File: src/rtl/collatz_pkg.sv
// rtl/collatz_pkg.sv - shared widths, mode codes and state encoding for the collatz engine
package collatz_pkg;

   localparam int DEFAULT_BUS_WIDTH   = 8;
   localparam int DEFAULT_STEPS_WIDTH = 8;

   localparam logic MODE_STANDARD = 1'b0;
   localparam logic MODE_SHORTCUT = 1'b1;

   typedef logic [2:0] state_t;

   localparam state_t STATE_IDLE  = 3'd0;
   localparam state_t STATE_CHECK = 3'd1;
   localparam state_t STATE_EVEN  = 3'd2;
   localparam state_t STATE_ODD   = 3'd3;
   localparam state_t STATE_DONE  = 3'd4;

endpackage

File: src/rtl/collatz_alu.sv
// rtl/collatz_alu.sv - combinational next-n, parity and overflow for both step modes
module collatz_alu
   import collatz_pkg::*;
#(
   parameter int DATAWIDTH_BUS = DEFAULT_BUS_WIDTH
) (
   input  logic [DATAWIDTH_BUS-1:0] n,
   input  logic                     mode,
   output logic [DATAWIDTH_BUS-1:0] evenResult,
   output logic [DATAWIDTH_BUS-1:0] oddResult,
   output logic                     isOdd,
   output logic                     overflow
);

   localparam int WIDE = DATAWIDTH_BUS + 2;

   logic [WIDE-1:0] tripled;
   logic [WIDE-1:0] oddWide;

   // 3n+1 of the largest n still fits in two extra bits, so overflow is just the top bits
   always_comb begin
      tripled    = {1'b0, n, 1'b0} + {2'b00, n} + WIDE'(1);
      oddWide    = (mode == MODE_SHORTCUT) ? (tripled >> 1) : tripled;
      overflow   = |oddWide[WIDE-1:DATAWIDTH_BUS];
      oddResult  = oddWide[DATAWIDTH_BUS-1:0];
      evenResult = n >> 1;
      isOdd      = n[0];
   end

endmodule

File: src/rtl/collatz_engine.sv
// rtl/collatz_engine.sv - Collatz sequence runner with step count, peak tracking and termination flags
module collatz_engine
   import collatz_pkg::*;
#(
   parameter int DATAWIDTH_BUS   = DEFAULT_BUS_WIDTH,
   parameter int DATAWIDTH_STEPS = DEFAULT_STEPS_WIDTH
) (
   input  logic                       COLLATZ_ENGINE_CLOCK_50,
   input  logic                       COLLATZ_ENGINE_RESET_InLow,
   input  logic                       COLLATZ_ENGINE_start_InHigh,
   input  logic                       COLLATZ_ENGINE_ack_InHigh,
   input  logic                       COLLATZ_ENGINE_mode_InHigh,
   input  logic [DATAWIDTH_BUS-1:0]   COLLATZ_ENGINE_seed_InBUS,
   output logic [DATAWIDTH_BUS-1:0]   COLLATZ_ENGINE_value_OutBUS,
   output logic [DATAWIDTH_STEPS-1:0] COLLATZ_ENGINE_steps_OutBUS,
   output logic [DATAWIDTH_BUS-1:0]   COLLATZ_ENGINE_peak_OutBUS,
   output logic                       COLLATZ_ENGINE_busy_OutHigh,
   output logic                       COLLATZ_ENGINE_done_OutHigh,
   output logic                       COLLATZ_ENGINE_overflow_OutHigh,
   output logic                       COLLATZ_ENGINE_saturated_OutHigh,
   output logic                       COLLATZ_ENGINE_zeroseed_OutHigh
);

   localparam logic [DATAWIDTH_STEPS-1:0] STEPS_MAX = '1;
   localparam logic [DATAWIDTH_STEPS-1:0] STEP_ONE  = {{(DATAWIDTH_STEPS-1){1'b0}}, 1'b1};
   localparam logic [DATAWIDTH_BUS-1:0]   N_ONE     = {{(DATAWIDTH_BUS-1){1'b0}}, 1'b1};

   state_t                     state;
   logic [DATAWIDTH_BUS-1:0]   nReg;
   logic [DATAWIDTH_STEPS-1:0] stepsReg;
   logic [DATAWIDTH_BUS-1:0]   peakReg;
   logic                       modeReg;
   logic                       overflowReg;
   logic                       saturatedReg;
   logic                       zeroseedReg;

   logic [DATAWIDTH_BUS-1:0]   evenResult;
   logic [DATAWIDTH_BUS-1:0]   oddResult;
   logic                       isOdd;
   logic                       aluOverflow;
   logic                       accept;

   collatz_alu #(.DATAWIDTH_BUS(DATAWIDTH_BUS)) alu (
      .n          (nReg),
      .mode       (modeReg),
      .evenResult (evenResult),
      .oddResult  (oddResult),
      .isOdd      (isOdd),
      .overflow   (aluOverflow)
   );

   assign accept = COLLATZ_ENGINE_start_InHigh && (state == STATE_IDLE || state == STATE_DONE);

   always_ff @(posedge COLLATZ_ENGINE_CLOCK_50 or negedge COLLATZ_ENGINE_RESET_InLow) begin
      if (!COLLATZ_ENGINE_RESET_InLow) begin
         state        <= STATE_IDLE;
         nReg         <= '0;
         stepsReg     <= '0;
         peakReg      <= '0;
         modeReg      <= MODE_STANDARD;
         overflowReg  <= 1'b0;
         saturatedReg <= 1'b0;
         zeroseedReg  <= 1'b0;
      end else if (accept) begin
         // start takes priority over ack when a result is still being held
         state        <= STATE_CHECK;
         nReg         <= COLLATZ_ENGINE_seed_InBUS;
         peakReg      <= COLLATZ_ENGINE_seed_InBUS;
         stepsReg     <= '0;
         modeReg      <= COLLATZ_ENGINE_mode_InHigh;
         overflowReg  <= 1'b0;
         saturatedReg <= 1'b0;
         zeroseedReg  <= 1'b0;
      end else begin
         case (state)
            STATE_CHECK: begin
               if (nReg == '0) begin
                  state       <= STATE_DONE;
                  zeroseedReg <= 1'b1;
               end else if (nReg == N_ONE) begin
                  state <= STATE_DONE;
               end else if (stepsReg == STEPS_MAX) begin
                  state        <= STATE_DONE;
                  saturatedReg <= 1'b1;
               end else if (isOdd) begin
                  state <= STATE_ODD;
               end else begin
                  state <= STATE_EVEN;
               end
            end
            STATE_EVEN: begin
               nReg     <= evenResult;
               stepsReg <= stepsReg + STEP_ONE;
               state    <= STATE_CHECK;
            end
            STATE_ODD: begin
               if (aluOverflow) begin
                  state       <= STATE_DONE;
                  overflowReg <= 1'b1;
               end else begin
                  nReg     <= oddResult;
                  stepsReg <= stepsReg + STEP_ONE;
                  if (oddResult > peakReg) peakReg <= oddResult;
                  state    <= STATE_CHECK;
               end
            end
            STATE_DONE: begin
               if (COLLATZ_ENGINE_ack_InHigh) state <= STATE_IDLE;
            end
            default: state <= STATE_IDLE;
         endcase
      end
   end

   assign COLLATZ_ENGINE_value_OutBUS      = nReg;
   assign COLLATZ_ENGINE_steps_OutBUS      = stepsReg;
   assign COLLATZ_ENGINE_peak_OutBUS       = peakReg;
   assign COLLATZ_ENGINE_busy_OutHigh      = (state == STATE_CHECK) || (state == STATE_EVEN) || (state == STATE_ODD);
   assign COLLATZ_ENGINE_done_OutHigh      = (state == STATE_DONE);
   assign COLLATZ_ENGINE_overflow_OutHigh  = overflowReg;
   assign COLLATZ_ENGINE_saturated_OutHigh = saturatedReg;
   assign COLLATZ_ENGINE_zeroseed_OutHigh  = zeroseedReg;

endmodule

File: config.mk
export PLATFORM = sky130hd
export DESIGN_NAME = collatz_engine
export DESIGN_NICKNAME = d
export VERILOG_FILES = /design/src/rtl/collatz_pkg.sv /design/src/rtl/collatz_alu.sv /design/src/rtl/collatz_engine.sv
export SDC_FILE = /design/constraint.sdc
export NUM_CORES = 1
export LEC_CHECK = 0
export BUFFER_PORTS_ARGS = -buffer_cell sky130_fd_sc_hd__buf_2
export CAP_MARGIN = 20
export CORE_ASPECT_RATIO = 1.5
export CORE_MARGIN = 5
export CORE_UTILIZATION = 61
export DETAILED_ROUTE_END_ITERATION = 10
export PLACE_DENSITY = 0.89
export RECOVER_POWER = 100
export SLEW_MARGIN = 20
export SYNTH_ARGS = -nofsm -noshare
export SYNTH_HDL_FRONTEND = slang
export SYNTH_SLANG_ARGS = --single-unit
File: constraint.sdc
create_clock -name COLLATZ_ENGINE_CLOCK_50 -period 6.7 [get_ports COLLATZ_ENGINE_CLOCK_50]
set_input_delay 1.34 -clock COLLATZ_ENGINE_CLOCK_50 [delete_from_list [all_inputs] [get_ports COLLATZ_ENGINE_CLOCK_50]]
set_output_delay 1.34 -clock COLLATZ_ENGINE_CLOCK_50 [all_outputs]
set_load 0.01 [all_outputs]
## Word-level counts from Yosys, hierarchy flattened

Cells that the tools add are included.

- Equal/unequal tests: 11
- Reduce and logical (&&, ||, !) cells: 19
- Add/sub/neg operators: 3
- Muxes and demuxes: 30
- $lt $le $gt $ge: 1

Operators by type and width:

| cell | number |
|---|---|
| 2-to-1 mux 8 bit | 8 |
| one-hot mux 8 bit (2 select lines) | 2 |
| 2-to-1 mux 3 bit | 6 |
| 2-to-1 mux 1 bit | 12 |
| one-hot mux 3 bit (4 select lines) | 1 |
| nonzero test 2 bit | 6 |
| adder 10 x 1 -> 10 bit (second input constant) | 1 |
| adder 9 x 8 -> 10 bit | 1 |
| 2-to-1 mux 10 bit | 1 |
| adder 8 x 1 -> 8 bit (second input constant) | 1 |
| == test 8 x 1 -> 1 bit (second input constant) | 1 |
| == test 8 bit (second input constant) | 1 |
| > comparator 8 bit | 1 |
| zero test 8 bit | 1 |
| == test 3 x 2 -> 1 bit (second input constant) | 2 |
| != test 2 bit (second input constant) | 3 |
| AND reduction 2 bit | 3 |
| AND reduction 4 bit | 1 |
| == test 3 x 1 -> 1 bit (second input constant) | 1 |
| == test 3 bit (second input constant) | 1 |
| zero test 3 bit | 1 |
| logical OR 1 bit | 3 |
| != test 3 x 2 -> 1 bit (second input constant) | 1 |
| != test 3 bit (second input constant) | 1 |
| 4 further kinds | 4 |

- Output and inout bits: 29
- Logic and storage cells: 72
- Bits of input ports: 13
- Register bits: 31

## Longest topological paths before layout

Gate-level depths: netlist of the first run.

- Depth in word-level cells: 8
- Depth in mapped cells: 14
- Depth with buffers taken out: 14

## Modules after synthesis

A second synthesis of the first run with hierarchy kept.

- Cell total of the unflattened synthesis: 257
- Area, all modules: 2307.2 µm²

Modules (own cells, without submodules):

| module | seq. area each (µm²) | area each (µm²) | cells each | times used |
|---|---|---|---|---|
| collatz_engine | 775.7 | 1793.0 | 190 | 1 |
| collatz_alu | 0.0 | 514.2 | 67 | 1 |

## Worst setup path before layout of the first run

OpenSTA, ideal clock, no wires.

- Path kind: register -> register
- From: reg nReg[2], in the netlist COLLATZ_ENGINE_value_OutBUS[2]
- To: reg peakReg[6], in the netlist COLLATZ_ENGINE_peak_OutBUS[6]
- Required time: 6.574 ns
- Path buffers: 0
- Period minus slack after synthesis: 3.347 ns
- Slack: 3.353 ns
- Stages on the path, launching flop included: 13
- Library setup time: 0.126 ns
- Arrival: 3.221 ns
- Cells stage by stage: dfrtp_1 inv_1 ha_1 a211oi_1 or4b_1 and4_1 a31oi_1 ha_1 o21ai_0 o21bai_1 o21ai_0 nor2_1 a221o_1

- Longest elaborated chain between the ends: 7
- Elaborated cells on any way between the ends: 12
- Classes of those cells: 2 x add/sub; 1 x order compare; 1 x eq/ne; 5 x mux; 3 x reduce/logical

Ends and longest elaborated chain:

| element | RTL line | source |
|---|---|---|
| start, declared | collatz_engine.sv:29 | `logic [DATAWIDTH_BUS-1:0] nReg;` |
| start signal, assigned | collatz_engine.sv:67 | `nReg <= COLLATZ_ENGINE_seed_InBUS;` |
| start signal, assigned | collatz_engine.sv:92 | `nReg <= evenResult;` |
| start signal, assigned | collatz_engine.sv:101 | `nReg <= oddResult;` |
| adder 9 x 8 -> 10 bit (*) | collatz_alu.sv:22 | `tripled = {1'b0, n, 1'b0} + {2'b00, n} + WIDE'(1);` |
| adder 10 x 1 -> 10 bit (*) | collatz_alu.sv:22 |  |
| 2-to-1 mux 10 bit (*) | collatz_alu.sv:23 | `oddWide = (mode == MODE_SHORTCUT) ? (tripled >> 1) : tripled;` |
| parallel branches: the longest is 4 deep, another holds > comparator 8 bit | -- |  |
| end signal, assigned | collatz_engine.sv:68 | `peakReg <= COLLATZ_ENGINE_seed_InBUS;` |
| end signal, assigned | collatz_engine.sv:103 | `if (oddResult > peakReg) peakReg <= oddResult;` |
| end, declared | collatz_engine.sv:31 | `logic [DATAWIDTH_BUS-1:0] peakReg;` |

Mark *: on every way between the ends. The select of a mux whose other input is x is not followed.
A chain may end at the register's enable or synchronous reset.

## Worst setup path in the final report of the first run

- From: reg nReg[3], in the netlist COLLATZ_ENGINE_value_OutBUS[3]
- To: reg nReg[2], in the netlist COLLATZ_ENGINE_value_OutBUS[2]

- Longest elaborated chain between the ends: 6
- Elaborated cells on any way between the ends: 9
- Classes of those cells: 2 x add/sub; 1 x eq/ne; 4 x mux; 2 x reduce/logical

Ends and longest elaborated chain:

| element | RTL line |
|---|---|
| adder 9 x 8 -> 10 bit | collatz_alu.sv:22 |
| adder 10 x 1 -> 10 bit | collatz_alu.sv:22 |
| 2-to-1 mux 10 bit | collatz_alu.sv:23 |
| 2-to-1 mux 8 bit or OR reduction 2 bit (tied branches) | collatz_engine.sv:97, collatz_alu.sv:24 |
| one-hot mux 8 bit (2 select lines) or != test 3 bit (tied branches) | -- |
| 2-to-1 mux 8 bit or AND reduction 2 bit (tied branches) | -- |

Several ways; a longest one is shown, not always the timed one. The select of a mux whose other input is x is not followed.

==> qor.csv, run 1 <==
stage,metric,value,unit
critical_path,cp_data_required_time,6860,ps
critical_path,regToRegSetupSlack,2710,ps
critical_path,ff2ff_path_depth,8,
sta,setup-tns-final,0,ps
finish,fillCellCount,344,
yosys,synth_area,0.002402,mm2
clock_network,worst_skew_pair.late_latency,290,ps
yosys,async_flop_share,100.0,%
finish,final_net_count,350,
clock_network,clock_tree_from_tritoncts,done,
place,detailedPlacementHpwl,4670,um
clock_network,holdBufCountCts,0,
place,dpl-instance-area,0.002611,mm2
clock_network,clockBufferDepth,2,
yosys,synth.net_count,314,
sta,min_period,3988,ps
clock_network,root_buffer,sky130_fd_sc_hd__clkbuf_8,
yosys,syn-instance-count,278,
global_route,grt_pass1_wl,10310,um
place,worst_slack_at_placement,2891,ps
drt,detail_route.iter0.violations,164,
drt,top_layer_used,met4,
sta,final_critical_path_setup_slack,2712,ps
critical_path,worstReg2RegEnd,COLLATZ_ENGINE_value_OutBUS[2]$_DFFE_PN0P_,
drt,post_drt_wl_per_cell,18.12,um
sta,finalSetupViolCount,0,
drt,drt-met1-wl,2351,um
yosys,syn-mean-instance-area,8.641,um2
place,routabilityCongestion,1.056,
floorplanning,die_height,86.86,um
critical_path,critical_path.endpoint_type,register,
sta,slew_headroom,-20.45,%
finish,design_area,0.002636,mm2
drt,total_routed_length,6506,um
yosys,dominantRegCellSynth,sky130_fd_sc_hd__dfrtp_1,
global_route,globalRouteOverflowTotal,0,
floorplanning,top_level_ports,42,
finish,fin_cells,359,
critical_path,maximum_fanout_along_the_worst_path,24,
yosys,synth_register_bits,31,
critical_path,critPathLaunchType,register,
hold_path,min-delay-start,COLLATZ_ENGINE_saturated_OutHigh$_DFFE_PN0P_,
place,place_inst,352,
global_route,grt_use_total,26.06,%
clock_network,postCtsResizedCells,0,
clock_network,cts_setup_buffers,0,
clock_network,worst_setup_hold_path_clk_slew,70,ps
hold_path,min_delay_path_depth,2,
sta,tightest_slew,1807,ps
finish,area_growth,9.740,%
hold_path,hp-class,register to register,
clock_network,tritoncts.num_buffers,5,
critical_path,worst_ep_arrival_time,4140,ps
clock_network,cts-htree-levels,2,
sta,fmax,250.7,MHz
critical_path,worstSetupPathType,register to register,
sta,fin_skew,7.337,ps
global_route,first_global_vias,2363,
sta,hold_viol_final,0,
floorplanning,floorplan.die_area,0.005319,mm2
global_route,largest_net_degree_at_the_start_of_global_routing,32,
clock_network,cts_num_sinks,31,
drt,drtAntennaViolNets,0,
drt,vias,2416,
yosys,yosysWarnings,0,
floorplanning,floorplan.rows,28,
drt,drt_drc_violations_left,0,
drt,met2WireLength,3385,um
sta,rsz0062_at_grt,no,
yosys,edff_count_synth,0,
drt,wl_met3,449,um
run_status,failed_checks,"max-capacitance violations, max-slew violations",
critical_path,critical_path.reg2reg.startpoint,COLLATZ_ENGINE_value_OutBUS[3]$_DFFE_PN0P_,
floorplanning,floorplan.initialDensity,61.78,%
hold_path,hold_end,COLLATZ_ENGINE_saturated_OutHigh$_DFFE_PN0P_,
flow_run,cap_viol_max_count,1,
floorplanning,floorplan.die.width,61.24,um
finish,fraction_of_layout_cells_with_a_size_suffix_above_1,6.688,%
yosys,synthDistinctLibCells,56,
sta,period_share,59.53,%
sta,slew_violations,56,
place,port_bufs,41,
drt,drt-vias-per-instance,6.730,
drt,detail_route.first_pass.iterations,5,
floorplanning,core_area,0.003889,mm2
finish,antenna_cells_inserted,0,
yosys,synth-seq-area-share,32.29,%
global_route,antenna_found_initial,0,
run_status,result_of_the_run,"finished, violations left",
==> cell families after synthesis <==
group,after synthesis,synth area share (%)
AND/OR/NAND/NOR,97,20.10
AO/OA/AOI/OAI,86,26.10
buffers and inverters,32,5.677
flip-flops,31,32.29
adder cells (fa/ha/maj),23,12.29
multiplexers,5,2.083
XOR/XNOR,4,1.459
==> synthesized netlist by cell type, types with 4 or more instances <==
cell type	instances	area, um2
sky130_fd_sc_hd__and2_1	5	31.28
sky130_fd_sc_hd__inv_1	19	71.32
sky130_fd_sc_hd__a21o_1	4	30.03
sky130_fd_sc_hd__nor2_1	21	78.83
sky130_fd_sc_hd__nand3_1	8	40.04
sky130_fd_sc_hd__buf_2	4	20.02
sky130_fd_sc_hd__and3_1	4	25.02
sky130_fd_sc_hd__o211ai_1	7	52.55
sky130_fd_sc_hd__o31ai_1	4	30.03
sky130_fd_sc_hd__o21ai_0	13	65.06
sky130_fd_sc_hd__a31oi_1	6	37.54
sky130_fd_sc_hd__ha_1	22	275.3
sky130_fd_sc_hd__a21oi_1	14	70.07
sky130_fd_sc_hd__dfrtp_1	31	775.7
sky130_fd_sc_hd__clkbuf_1	6	22.52
sky130_fd_sc_hd__mux2i_1	5	50.05
sky130_fd_sc_hd__a211oi_1	8	60.06
sky130_fd_sc_hd__nand2_1	30	112.6
sky130_fd_sc_hd__nor3_1	8	40.04
==> per-stage QoR <==
step	hold slack [ps]	utilization [%]
after floorplan	525.3	-
after global placement	475.1	67.15
after detailed placement	495.8	67.15
after CTS	510.6	69.79
after global routing	547.9	67.79
final	508.6	67.79
==> registers in the layout, indices dropped and copies added (netlist names) <==
register and cells:
COLLATZ_ENGINE_peak_OutBUS 8, COLLATZ_ENGINE_steps_OutBUS 8, COLLATZ_ENGINE_value_OutBUS 8, state 3
COLLATZ_ENGINE_overflow_OutHigh 1, COLLATZ_ENGINE_saturated_OutHigh 1, COLLATZ_ENGINE_zeroseed_OutHigh 1, modeReg 1
==> layout make-up <==
class	instances	area, um2	share of cell area, %
multi-input cells	215	1459	55.34
flip-flops and latches	31	775.7	29.43
repair buffers	42	171.4	6.502
clock buffers	6	72.57	2.753
inverters	19	71.32	2.705
well taps	45	56.30	2.136
clock inverters	1	30.03	1.139
==> cells in the final DEF, fill, tap and decap left out, drive strengths merged, types with 5 or more instances in the layout <==
cell	netlist	layout
clkbuf	6	37
dfrtp	31	31
nand2	30	30
ha	22	22
nor2	21	21
inv	19	19
a21oi	16	16
o21ai	15	15
buf	7	11
a211oi	9	9
nand3	8	8
nor3	8	8
o211ai	8	8
a31oi	6	6
mux2i	5	5
and2	5	5
==> worst max-delay path by stage <==
stage                                                  to  cells after the start  slack, ps                                  startpoint
2_1_floorplan   COLLATZ_ENGINE_peak_OutBUS[6]$_DFFE_PN0P_                     12       3350  COLLATZ_ENGINE_value_OutBUS[2]$_DFFE_PN0P_
3_3_place_gp    COLLATZ_ENGINE_peak_OutBUS[5]$_DFFE_PN0P_                     12       3120  COLLATZ_ENGINE_value_OutBUS[1]$_DFFE_PN0P_
3_5_place_dp    COLLATZ_ENGINE_peak_OutBUS[5]$_DFFE_PN0P_                     12       2890  COLLATZ_ENGINE_value_OutBUS[3]$_DFFE_PN0P_
4_1_cts         COLLATZ_ENGINE_peak_OutBUS[5]$_DFFE_PN0P_                     12       2820  COLLATZ_ENGINE_value_OutBUS[3]$_DFFE_PN0P_
5_1_grt        COLLATZ_ENGINE_value_OutBUS[6]$_DFFE_PN0P_                      7       2350  COLLATZ_ENGINE_value_OutBUS[3]$_DFFE_PN0P_
6_report       COLLATZ_ENGINE_value_OutBUS[2]$_DFFE_PN0P_                      8       2710  COLLATZ_ENGINE_value_OutBUS[3]$_DFFE_PN0P_
==> per-layer routing <==
layer,vias up,GRT usage [%]
li1,1103,-
met4,0,16.17
met3,31,5.341
met5,-,0
met2,117,44.12
met1,1165,28.53
==> critical path: stages, from the launching register on <==
cell	delay [ps]
sky130_fd_sc_hd__dfrtp_1	520
sky130_fd_sc_hd__inv_1	80
sky130_fd_sc_hd__ha_1	360
sky130_fd_sc_hd__a21oi_1	310
sky130_fd_sc_hd__a211oi_1	180
sky130_fd_sc_hd__or4_1	560
sky130_fd_sc_hd__a32oi_1	1440
sky130_fd_sc_hd__a311o_1	280
sky130_fd_sc_hd__o21ai_0	110
Power of run 1 is not shown: default switching activity piles up to over one toggle a cycle in this logic, so the estimate is an artifact.
==> run 2, diff against run 1 <==
Settings changed: CORE_UTILIZATION 61 to 51, PLACE_DENSITY 0.89 to 0.8.
Clock period 6.7 ns to 3.62 ns, I/O delays scaled along.
==> qor.csv, run 2 (synthesized netlist as in run 1, its figures left out) <==
stage,metric,value,unit,change
critical_path,worstSetupStartpoint,COLLATZ_ENGINE_value_OutBUS[2]$_DFFE_PN0P_,,
finish,area_growth,12.66,%,
sta,tightest_slew,1722,ps,-85.24 ps
finish,mostFrequentLayoutCells,"32 x sky130_fd_sc_hd__clkbuf_1, 30 x sky130_fd_sc_hd__nand2_1, 29 x sky130_fd_sc_hd__dfrtp_1",,
clock_network,root_buffer,sky130_fd_sc_hd__clkbuf_8,,
sta,fin_skew,2.653,ps,-4.684 ps
critical_path,critical_path.reg2reg.startpoint,COLLATZ_ENGINE_value_OutBUS[2]$_DFFE_PN0P_,,
floorplanning,floorplan.rows,30,,+7.1%
drt,detail_route.iter0.violations,128,,-22%
sta,rsz0062_at_grt,no,,
drt,drtAntennaViolNets,0,,unchanged
drt,post_drt_wl_per_cell,16.47,um,-9.1%
sta,finalSetupViolCount,0,,unchanged
floorplanning,core_area,0.004542,mm2,+17%
hold_path,min-delay-start,COLLATZ_ENGINE_steps_OutBUS[5]$_DFFE_PN0P_,,
finish,layout.cells.most_common,sky130_fd_sc_hd__clkbuf_1,,
finish,antenna_cells_inserted,0,,unchanged
place,routabilityCongestion,0.9009,,-15%
critical_path,maximum_fanout_along_the_worst_path,6,,-75%
global_route,largest_net_degree_at_the_start_of_global_routing,32,,unchanged
clock_network,cts_setup_buffers,0,,unchanged
sta,slew_headroom,-14.77,%,+5.7 points
floorplanning,floorplan.die.width,66.04,um,+7.8%
sta,setup-tns-final,0,ps,unchanged
clock_network,tritoncts.num_buffers,5,,unchanged
finish,final_net_count,357,,+2.0%
critical_path,worstSetupPathType,register to register,,
critical_path,critical_path.endpoint_type,register,,
floorplanning,floorplan.die_area,0.006211,mm2,+17%
clock_network,worst_skew_pair.late_latency,290,ps,about the same
flow_run,cap_viol_max_count,1,,unchanged
drt,drt_drc_violations_left,0,,unchanged
clock_network,cts_num_sinks,31,,unchanged
finish,fraction_of_layout_cells_with_a_size_suffix_above_1,10.56,%,+3.9 points
clock_network,holdBufCountCts,0,,unchanged
drt,total_routed_length,6359,um,-2.3%
critical_path,cp_data_required_time,3790,ps,-3070 ps
global_route,grt_pass1_wl,10900,um,+5.7%
place,detailedPlacementHpwl,4864,um,+4.1%
hold_path,hp-class,register to register,,
sta,hold_viol_final,0,,unchanged
global_route,antenna_found_initial,0,,unchanged
floorplanning,top_level_ports,42,,unchanged
run_status,failed_checks,"max-capacitance violations, max-slew violations",,
clock_network,clock_tree_from_tritoncts,done,,
floorplanning,die_height,94.06,um,+8.3%
global_route,globalRouteOverflowTotal,0,,unchanged
run_status,result_of_the_run,"finished, violations left",,
critical_path,worst_ep_arrival_time,3610,ps,-530 ps
critical_path,critPathLaunchType,register,,
clock_network,worst_setup_hold_path_clk_slew,70,ps,about the same
drt,detail_route.first_pass.iterations,5,,unchanged
clock_network,cts-htree-levels,2,,unchanged
sta,slew_violations,32,,-43%
place,port_bufs,41,,unchanged
clock_network,clockBufferDepth,2,,unchanged
sta,period_share,95.08,%,+36 points
drt,vias,2354,,-2.6%
global_route,grt_use_total,22.38,%,-3.7 points
floorplanning,floorplan.initialDensity,52.89,%,-8.9 points
sta,min_period,3442,ps,-546.6 ps
sta,fmax,290.5,MHz,+16%
global_route,first_global_vias,2381,,+0.76%
drt,drt-vias-per-instance,6.098,,-9.4%
run 2: layout make-up:
type / instances / area (um2)
Clock buffer: 7 / 76.32
Clock inverter: 1 / 5.005
Fill cell: 434 / 1836
Inverter: 19 / 71.32
Multi-Input combinational cell: 215 / 1478
Sequential cell: 31 / 778.2
Tap cell: 64 / 80.08
Timing Repair Buffer: 49 / 217.7
run 2: repair_timing:
item | in CTS | in global routing
hold endpoints to repair | 0 | 0
resized for setup | 0 | 4
endpoints found under the setup margin | 0 | 8
run 2: worst paths after layout:
path / endpoint / slack (ps) / cells after the start
setup / recovery: COLLATZ_ENGINE_peak_OutBUS[7]$_DFFE_PN0P_ / 180 / 13
hold / removal: COLLATZ_ENGINE_steps_OutBUS[5]$_DFFE_PN0P_ / 510 / 1
setup reg to reg: COLLATZ_ENGINE_peak_OutBUS[7]$_DFFE_PN0P_ / 180 / 13
hold reg to reg: COLLATZ_ENGINE_steps_OutBUS[5]$_DFFE_PN0P_ / 510 / 1
max in group asynchronous: COLLATZ_ENGINE_value_OutBUS[3]$_DFFE_PN0P_ / 1630 / 1
min in group asynchronous: modeReg$_DFFE_PN0P_ / 880 / 1
run 2: worst max-delay path, stage by stage, from the launching register on:
cell,delay [ps]
sky130_fd_sc_hd__dfrtp_2,430
sky130_fd_sc_hd__inv_1,80
sky130_fd_sc_hd__ha_1,410
sky130_fd_sc_hd__a211oi_1,140
sky130_fd_sc_hd__or4b_1,540
sky130_fd_sc_hd__and4_1,230
sky130_fd_sc_hd__a31oi_2,240
sky130_fd_sc_hd__ha_1,290
sky130_fd_sc_hd__nand4_1,120
sky130_fd_sc_hd__nor2_1,60
sky130_fd_sc_hd__nor2_1,120
sky130_fd_sc_hd__o21a_1,240
sky130_fd_sc_hd__a211oi_1,100
sky130_fd_sc_hd__a211o_1,320
run 2: stage by stage:
stage / cell area, um2 / hold slack [ps] / setup slack (ps) / util [%] / std cells
2_1_floorplan: 2402 / 428.4 / 272.9 / - / 278
4_1_cts: 2769 / 503.8 / 38.59 / 60.96 / 386
3_3_place_gp: 2688 / 478.0 / 188.1 / 59.17 / 378
6_report: 2706 / 507.7 / 178.2 / 59.59 / 386
5_1_grt: 2706 / 539.7 / 28.11 / 59.59 / 386
3_5_place_dp: 2688 / 491.8 / 39.04 / 59.17 / 378
run 2: metal layers:
| metal | GRT usage [%] | share of wire (%) |
|---|---|---|
| met5 | 0 | 0 |
| met3 | 3.473 | 5.2 |
| met2 | 38.16 | 51 |
| met1 | 26.04 | 40 |
| met4 | 12.88 | 4.2 |
Power of run 2 is left out for the same reason.
==> run 3, diff against run 2 <==
--- a/config.mk
+++ b/config.mk
@@ -6,5 +6,5 @@
 export NUM_CORES = 1
 export LEC_CHECK = 0
-export BUFFER_PORTS_ARGS = -buffer_cell sky130_fd_sc_hd__buf_2
+export BUFFER_PORTS_ARGS = -buffer_cell sky130_fd_sc_hd__buf_4
 export CAP_MARGIN = 20
 export CORE_ASPECT_RATIO = 1.5
==> constraint.sdc (replaced) <==
create_clock -name COLLATZ_ENGINE_CLOCK_50 -period 3.62 [get_ports COLLATZ_ENGINE_CLOCK_50]
set_input_delay 0.181 -clock COLLATZ_ENGINE_CLOCK_50 [delete_from_list [all_inputs] [get_ports COLLATZ_ENGINE_CLOCK_50]]
set_output_delay 0.181 -clock COLLATZ_ENGINE_CLOCK_50 [all_outputs]
set_load 0.01 [all_outputs]
==> qor.csv, run 3 (synthesized netlist as in run 1, its figures left out) <==
stage,metric,value,unit,change
clock_network,worst_setup_hold_path_clk_slew,70,ps,about the same
sta,fin_skew,5.633,ps,+2.981 ps
clock_network,root_buffer,sky130_fd_sc_hd__clkbuf_8,,
critical_path,critical_path.endpoint_type,register,,
clock_network,cts_num_sinks,31,,unchanged
clock_network,tritoncts.num_buffers,5,,unchanged
drt,drt-vias-per-instance,6.036,,-1.0%
clock_network,cts-htree-levels,2,,unchanged
floorplanning,die_height,94.06,um,unchanged
sta,finalSetupViolCount,0,,unchanged
floorplanning,floorplan.die.width,66.04,um,unchanged
floorplanning,floorplan.die_area,0.006211,mm2,unchanged
drt,post_drt_wl_per_cell,17.06,um,+3.6%
sta,period_share,96.58,%,+1.5 points
place,port_bufs,41,,unchanged
global_route,grt_use_total,23.02,%,+0.64 points
sta,fmax,286.0,MHz,-1.6%
critical_path,maximum_fanout_along_the_worst_path,6,,unchanged
critical_path,critical_path.slowest_cell,sky130_fd_sc_hd__or4b_1,,
drt,drtAntennaViolNets,0,,unchanged
finish,design_area,0.002863,mm2,+5.8%
critical_path,critPathLaunchType,register,,
clock_network,cts_setup_buffers,0,,unchanged
clock_network,worst_skew_pair.late_latency,290,ps,about the same
place,dpl-instance-area,0.002798,mm2,+4.1%
critical_path,critPathMaxStageDelay,520,ps,-20 ps
finish,fillCellCount,420,,-3.2%
global_route,globalRouteOverflowTotal,0,,unchanged
critical_path,worstSetupPathType,register to register,,
finish,final_net_count,359,,+0.56%
global_route,largest_net_degree_at_the_start_of_global_routing,32,,unchanged
drt,detail_route.iter0.violations,153,,+20%
floorplanning,core_area,0.004542,mm2,unchanged
flow_run,cap_viol_max_count,1,,unchanged
run_status,failed_checks,"max-capacitance violations, max-slew violations",,
finish,fraction_of_layout_cells_with_a_size_suffix_above_1,16.36,%,+5.8 points
place,worst_slack_at_placement,153.3,ps,+114.3 ps
floorplanning,top_level_ports,42,,unchanged
global_route,first_global_vias,2333,,-2.0%
finish,area_growth,19.17,%,
sta,hold_viol_final,0,,unchanged
global_route,antenna_found_initial,0,,unchanged
sta,slew_headroom,-17.88,%,-3.1 points
sta,tightest_slew,1768,ps,+46.61 ps
floorplanning,floorplan.rows,30,,unchanged
finish,antenna_cells_inserted,0,,unchanged
clock_network,clock_tree_from_tritoncts,done,,
floorplanning,floorplan.initialDensity,52.89,%,unchanged
drt,detail_route.first_pass.iterations,4,,-1
global_route,grt_pass1_wl,11030,um,+1.3%
sta,slew_violations,32,,unchanged
finish,regArea,777.0,um2,-0.16%
critical_path,worst_ep_arrival_time,3680,ps,+70 ps
sta,final_critical_path_setup_slack,123.7,ps,-54.58 ps
drt,drt_drc_violations_left,0,,unchanged
sta,min_period,3496,ps,+54.58 ps
drt,vias,2342,,-0.51%
finish,final_util,63.03,%,+3.4 points
hold_path,hp-class,primary input to register,,
finish,mostFrequentLayoutCells,"30 x sky130_fd_sc_hd__dfrtp_1, 30 x sky130_fd_sc_hd__nand2_1, 30 x sky130_fd_sc_hd__buf_4",,
critical_path,cp_data_required_time,3800,ps,about the same
finish,multi_input_comb_area,0.001520,mm2,+2.9%
drt,total_routed_length,6620,um,+4.1%
critical_path,critical_path.cell_chain,inv_1 > ha_1 > a211oi_1 > or4b_1 > and4_1 > a31oi_2 > ha_1 > nand4_1 > nor2_1 > nor2_1 > o21a_1 > nand2_1 > a311oi_1,,
clock_network,clockBufferDepth,2,,unchanged
run_status,result_of_the_run,"finished, violations left",,
place,routabilityCongestion,0.9307,,+3.3%
place,detailedPlacementHpwl,4963,um,+2.0%
-- run 3: cell count changes in the layout (fill, tap and decap cells not counted), moves of 2 or more --
cell / delta
sky130_fd_sc_hd__and2_1: +2
sky130_fd_sc_hd__and2_0: -2
sky130_fd_sc_hd__clkbuf_8: +2
sky130_fd_sc_hd__buf_2: -15
sky130_fd_sc_hd__buf_4: +26
sky130_fd_sc_hd__clkbuf_1: -12
-- run 3: cell type report --
type,count,share of cell area [%]
multi-input cells,215,53.10
repair buffers,51,10.84
well taps,64,2.797
inverters,19,2.491
flip-flops and latches,31,27.14
clock buffers,7,3.365
clock inverters,1,0.2622
-- run 3: path summary, 6_finish.rpt --
kind	startpoint	endpoint	slack [ps]	depth (start not counted)
max	COLLATZ_ENGINE_value_OutBUS[3]$_DFFE_PN0P_	COLLATZ_ENGINE_peak_OutBUS[2]$_DFFE_PN0P_	120	13
min	COLLATZ_ENGINE_mode_InHigh	modeReg$_DFFE_PN0P_	110	3
max reg2reg	COLLATZ_ENGINE_value_OutBUS[3]$_DFFE_PN0P_	COLLATZ_ENGINE_peak_OutBUS[2]$_DFFE_PN0P_	120	13
min reg2reg	COLLATZ_ENGINE_saturated_OutHigh$_DFFE_PN0P_	COLLATZ_ENGINE_saturated_OutHigh$_DFFE_PN0P_	500	2
max in group asynchronous	COLLATZ_ENGINE_RESET_InLow	COLLATZ_ENGINE_value_OutBUS[2]$_DFFE_PN0P_	1570	2
min in group asynchronous	COLLATZ_ENGINE_RESET_InLow	modeReg$_DFFE_PN0P_	900	2
-- run 3: metal layers --
metal | vias up | global-route usage [%] | part of all wire [%]
met5 | - | 0 | 0
li1 | 1123 | - | -
met1 | 1114 | 26.34 | 39
met3 | 18 | 3.952 | 5.5
met4 | 0 | 10.17 | 3.4
met2 | 87 | 41.00 | 52
-- run 3: critical path: cells and delay by family, from the launching register on --
family,cells,cell delay (ps)
and+or+nand+nor,6,1200
adders and majority gates,2,700
AOI/OAI and AO/OA,4,950
DFF,1,470
buffers and inverters,1,70
-- run 3: what timing repair did --
item                                   CTS  global route
hold buffers                             1             0
endpoints found under the hold margin   31             0
setup endpoints to repair                0             8
gates resized for setup                  0             7
-- run 3: metrics by stage --
stage                     cells  TNS [ps]  hold slack (ps)
after floorplan             278         0           -114.6
after global placement      379         0            147.3
after detailed placement    379         0            148.5
after CTS                   388         0            106.9
after global routing        388    -79.00            132.8
final                       388         0            109.7
Power of run 3 is left out for the same reason.
